`config.mk`:
```
export PLATFORM = sky130hd
export DESIGN_NAME = gray_wr_ptr_ctrl
export DESIGN_NICKNAME = d
export VERILOG_FILES = /design/src/rtl/gray_wr_ptr_ctrl.sv
export SDC_FILE = /design/constraint.sdc
export NUM_CORES = 1
export LEC_CHECK = 0
export BUFFER_PORTS_ARGS = -buffer_cell sky130_fd_sc_hd__buf_4
export CORE_MARGIN = 4
export CORE_UTILIZATION = 30
export CTS_BUF_LIST = sky130_fd_sc_hd__clkbuf_4 sky130_fd_sc_hd__clkbuf_8
export DETAILED_ROUTE_END_ITERATION = 12
export PLACE_DENSITY = 0.65
export SLEW_MARGIN = 20
export SYNTH_ARGS = -nofsm -noshare
export SYNTH_HDL_FRONTEND = slang
export SYNTH_SLANG_ARGS = --single-unit
```
`constraint.sdc`:
```
create_clock -name clk -period 2.1 [get_ports clk]
set_clock_uncertainty 0.05 [all_clocks]
set_input_delay 0 -clock clk [delete_from_list [all_inputs] [get_ports clk]]
set_output_delay 0 -clock clk [all_outputs]
set_load 0.01 [all_outputs]
```
`src/rtl/gray_wr_ptr_ctrl.sv`:
```
// Write-side pointer controller for an async FIFO: binary/Gray write pointer, registered full flag.
// Optional registered occupancy output level_o is built when GRAY_WR_LEVEL_EN is defined.
module gray_wr_ptr_ctrl #(
    parameter int ADDR_W = 4
) (
    input  logic              clk,
    input  logic              nreset,
    input  logic              wr_valid_i,
    output logic              wr_ready_o,
    output logic              wr_en_o,
    output logic [ADDR_W-1:0] wr_addr_o,
    output logic [ADDR_W:0]   wr_ptr_gray_o,
    input  logic [ADDR_W:0]   rd_ptr_gray_i,
`ifdef GRAY_WR_LEVEL_EN
    output logic [ADDR_W:0]   level_o,
`endif
    output logic              full_o
);

    logic [ADDR_W:0] wr_bin;
    logic [ADDR_W:0] wr_gray_q;
    logic            full_q;
    logic            accept;
    logic [ADDR_W:0] wr_bin_next;
    logic [ADDR_W:0] wr_gray_next;
    logic [ADDR_W:0] rd_gray_full;

    // Write enable is also gated by reset so a request during reset is dropped.
    assign accept       = wr_valid_i & ~full_q & nreset;
    assign wr_bin_next  = wr_bin + {{ADDR_W{1'b0}}, accept};
    assign wr_gray_next = wr_bin_next ^ (wr_bin_next >> 1);
    // Full when the write pointer is a whole lap ahead: top two Gray bits differ, rest equal.
    assign rd_gray_full = {~rd_ptr_gray_i[ADDR_W:ADDR_W-1], rd_ptr_gray_i[ADDR_W-2:0]};

    assign wr_ready_o    = ~full_q;
    assign wr_en_o       = accept;
    assign wr_addr_o     = wr_bin[ADDR_W-1:0];
    assign wr_ptr_gray_o = wr_gray_q;
    assign full_o        = full_q;

    always_ff @(posedge clk) begin
        if (!nreset) begin
            wr_bin    <= '0;
            wr_gray_q <= '0;
            full_q    <= 1'b0;
        end else begin
            wr_bin    <= wr_bin_next;
            wr_gray_q <= wr_gray_next;
            full_q    <= (wr_gray_next == rd_gray_full);
        end
    end

`ifdef GRAY_WR_LEVEL_EN
    logic [ADDR_W:0] rd_bin;
    logic [ADDR_W:0] level_q;

    always_comb begin
        rd_bin = '0;
        for (int unsigned i = 0; i <= ADDR_W; i++) begin
            rd_bin[i] = ^(rd_ptr_gray_i >> i);
        end
    end

    always_ff @(posedge clk) begin
        if (!nreset) begin
            level_q <= '0;
        end else begin
            level_q <= wr_bin_next - rd_bin;
        end
    end

    assign level_o = level_q;
`endif

endmodule
```
==> run summary <==
Status: finished clean
Total CTS buffers: 3
Residual DRC: 0
Final net count: 86
Critical path origin: full_o$_SDFF_PN0_
Vias per std cell: 4.42
Dominant cell type by area after synthesis: dfxtp_1
Placeable Area: 1560 µm²
Critical Path Fanout Max: 3
Final period util: 92.5%
Initial Util: 32.7%
Worst vdd rail ir drop: 0.278 mV
Iter 0 DRT Violations: 4
WS Path Type: reg2reg
Lkg Pwr: 0.371 nW
H-tree levels: 1
DR WL/cell: 11.2 µm
Clock slew at reported path FFs: 60 ps
Ant diodes: 0
Top post-synthesis cells by area: dfxtp_1 39%, xor2_1 12%, and2_1 9.8%
Routability cong.: 0.656
Chip width: 49.3 µm
Fill cell count: 155
Seq cells post-synth: 10
Pwr dens: 555 nW/µm²
Synth Instances: 50
Fin crit period: 1940 ps
Height of the chip: 49.3 µm
Routed vias: 402
Syn_nets: 60
Drt total wl: 1020 µm
RR Startpoint: full_o$_SDFF_PN0_
Initial antenna violation count: 0
Worst slew margin: 79.9%
# port buffers: 19
Final worst slack: 158 ps
Row cnt: 14
# IOs: 20
CP Capture Type: flop
Area growth, synth to finish: 53.4%
Max-Cap Viols: 0
DP Wirelength: 733 µm
Clk root buf: clkbuf_4
Wl on met1: 402 µm
Fmax: 0.515 GHz
DRT antenna net count: 0
Synth top area share: 39.2%
Worst hold slack: 7.97 ps
TritonCTS Sinks: 10
CTS tree: done
Die area: 2430 µm²
Vias in the first global route: 386
Global route overflow: 0
Post-synthesis sequential area ratio: 39.2%
Post-Synthesis Cell Area: 510 µm²
Setup Fix Bufs, Post-CTS: 0
Fin. max-slew vios: 0
First-pass GRT wire length: 1670 µm
Drt first pass iters: 2
Most common cell after layout, fill and taps aside: buf_4
Worst Path Required: 2230 ps
Commonest non-fill, non-tap cells in the layout: 20 x buf_4, 10 x dfxtp_1, 8 x and2_1, 7 x xor2_1, 4 x xnor2_1
Max Root-Sink Buffers: 2
Metal3 WL: 107 µm
Placement Setup Slack: 48.7 ps
Setup tns final: 0 ps
# setup viols final: 0
WL met2: 511 µm
Layout cells sized above 1: 45.3%
Final number of hold-violating endpoints: 0
Mean Syn Cell Area: 10.2 µm²
RSZ-0062 raised after global routing: no
Crit path DAT: 2070 ps
Library cells used by synthesis: 21
GRT Total Usage: 9.10%
Hold Crit Class: in2reg
Startpoint types: flop
Pin count of the biggest net entering global routing: 11
Start point of the worst hold path: rd_ptr_gray_i[3]
Worst skew pair latency: 260 ps
Worst-Margin Slew: 301 ps
Max layer used: met3
Synth Warn #: 0
[worst paths after layout]
check	to	slack, ps	depth (start not counted)
worst max-delay path	full_o$_SDFF_PN0_	160	9
worst min register to register	wr_ptr_gray_o[3]$_SDFF_PN0_	600	2
worst min-delay path	full_o$_SDFF_PN0_	8	3
worst max register to register	full_o$_SDFF_PN0_	160	9
[power by group]
group | internal (mW) | switching [mW] | total (mW)
registers | 0.196 | 0.00368 | 0.199
logic | 0.0390 | 0.0262 | 0.0653
clock network | 0.105 | 0.0647 | 0.170
total | 0.340 | 0.0946 | 0.435
[synth_stat cells, drive strengths merged]
library cell / number
a31oi: 1
nand2: 2
xor3: 1
o22ai: 1
and2: 9
inv: 2
ha: 2
nor4: 1
nand3: 1
or2b: 1
and3: 2
nand2b: 1
nor2: 1
xnor2: 4
nor2b: 1
dfxtp: 10
xor2: 8
clkbuf: 1
nor3: 1
[metrics by stage]
stage / cells / power [mW] / instance area, µm² / util, %
after detailed placement: 85 / 0.261 / 691 / 44.3
after global routing: 91 / 0.462 / 783 / 50.2
final: 91 / 0.435 / 783 / 50.2
after global placement: 85 / 0.261 / 691 / 44.3
after CTS: 91 / 0.438 / 747 / 47.9
after floorplan: 50 / 0.235 / 524 / -
[cell families after synthesis]
family,count (synthesis),share of synthesized area (%)
compound gates,2,2.45
simple gates,20,24.3
buf+inv,3,2.21
fa+ha+maj,2,4.90
flops,10,39.2
xor+xnor,13,27.0
[timing repair]
item | CTS | global route
hold buffers | 2 | 0
setup endpoints to repair | 0 | 1
endpoints found under the hold margin | 10 | 0
resized for setup | 0 | 5
[layout make-up]
cell class | instances | area [µm²] | area share, %
well taps | 16 | 20.0 | 2.56
multi-input cells | 37 | 349 | 44.6
inverters | 2 | 7.51 | 0.958
flip-flops and latches | 10 | 200 | 25.6
repair buffers | 22 | 170 | 21.7
clock buffers | 4 | 36.3 | 4.63
[state kept, by name, indices dropped and copies added (netlist names)]
name	count
wr_ptr_gray_o	4
wr_bin	5
full_o	1
[metal layers]
layer / up-vias / track usage, %
li1: 210 / -
met1: 178 / 10.5
met2: 14 / 13.8
met3: 0 / 5.50
met4: 0 / 2.84
met5: - / 0
[critical path: stages (launching register included)]
cell	delay, ps
dfxtp_1	310
inv_1	70
and3_4	200
ha_4	140
ha_4	150
nand2b_4	140
o22ai_2	60
a31oi_2	220
xor3_2	370
nor4_2	130
(Power assumes the default switching activity.)
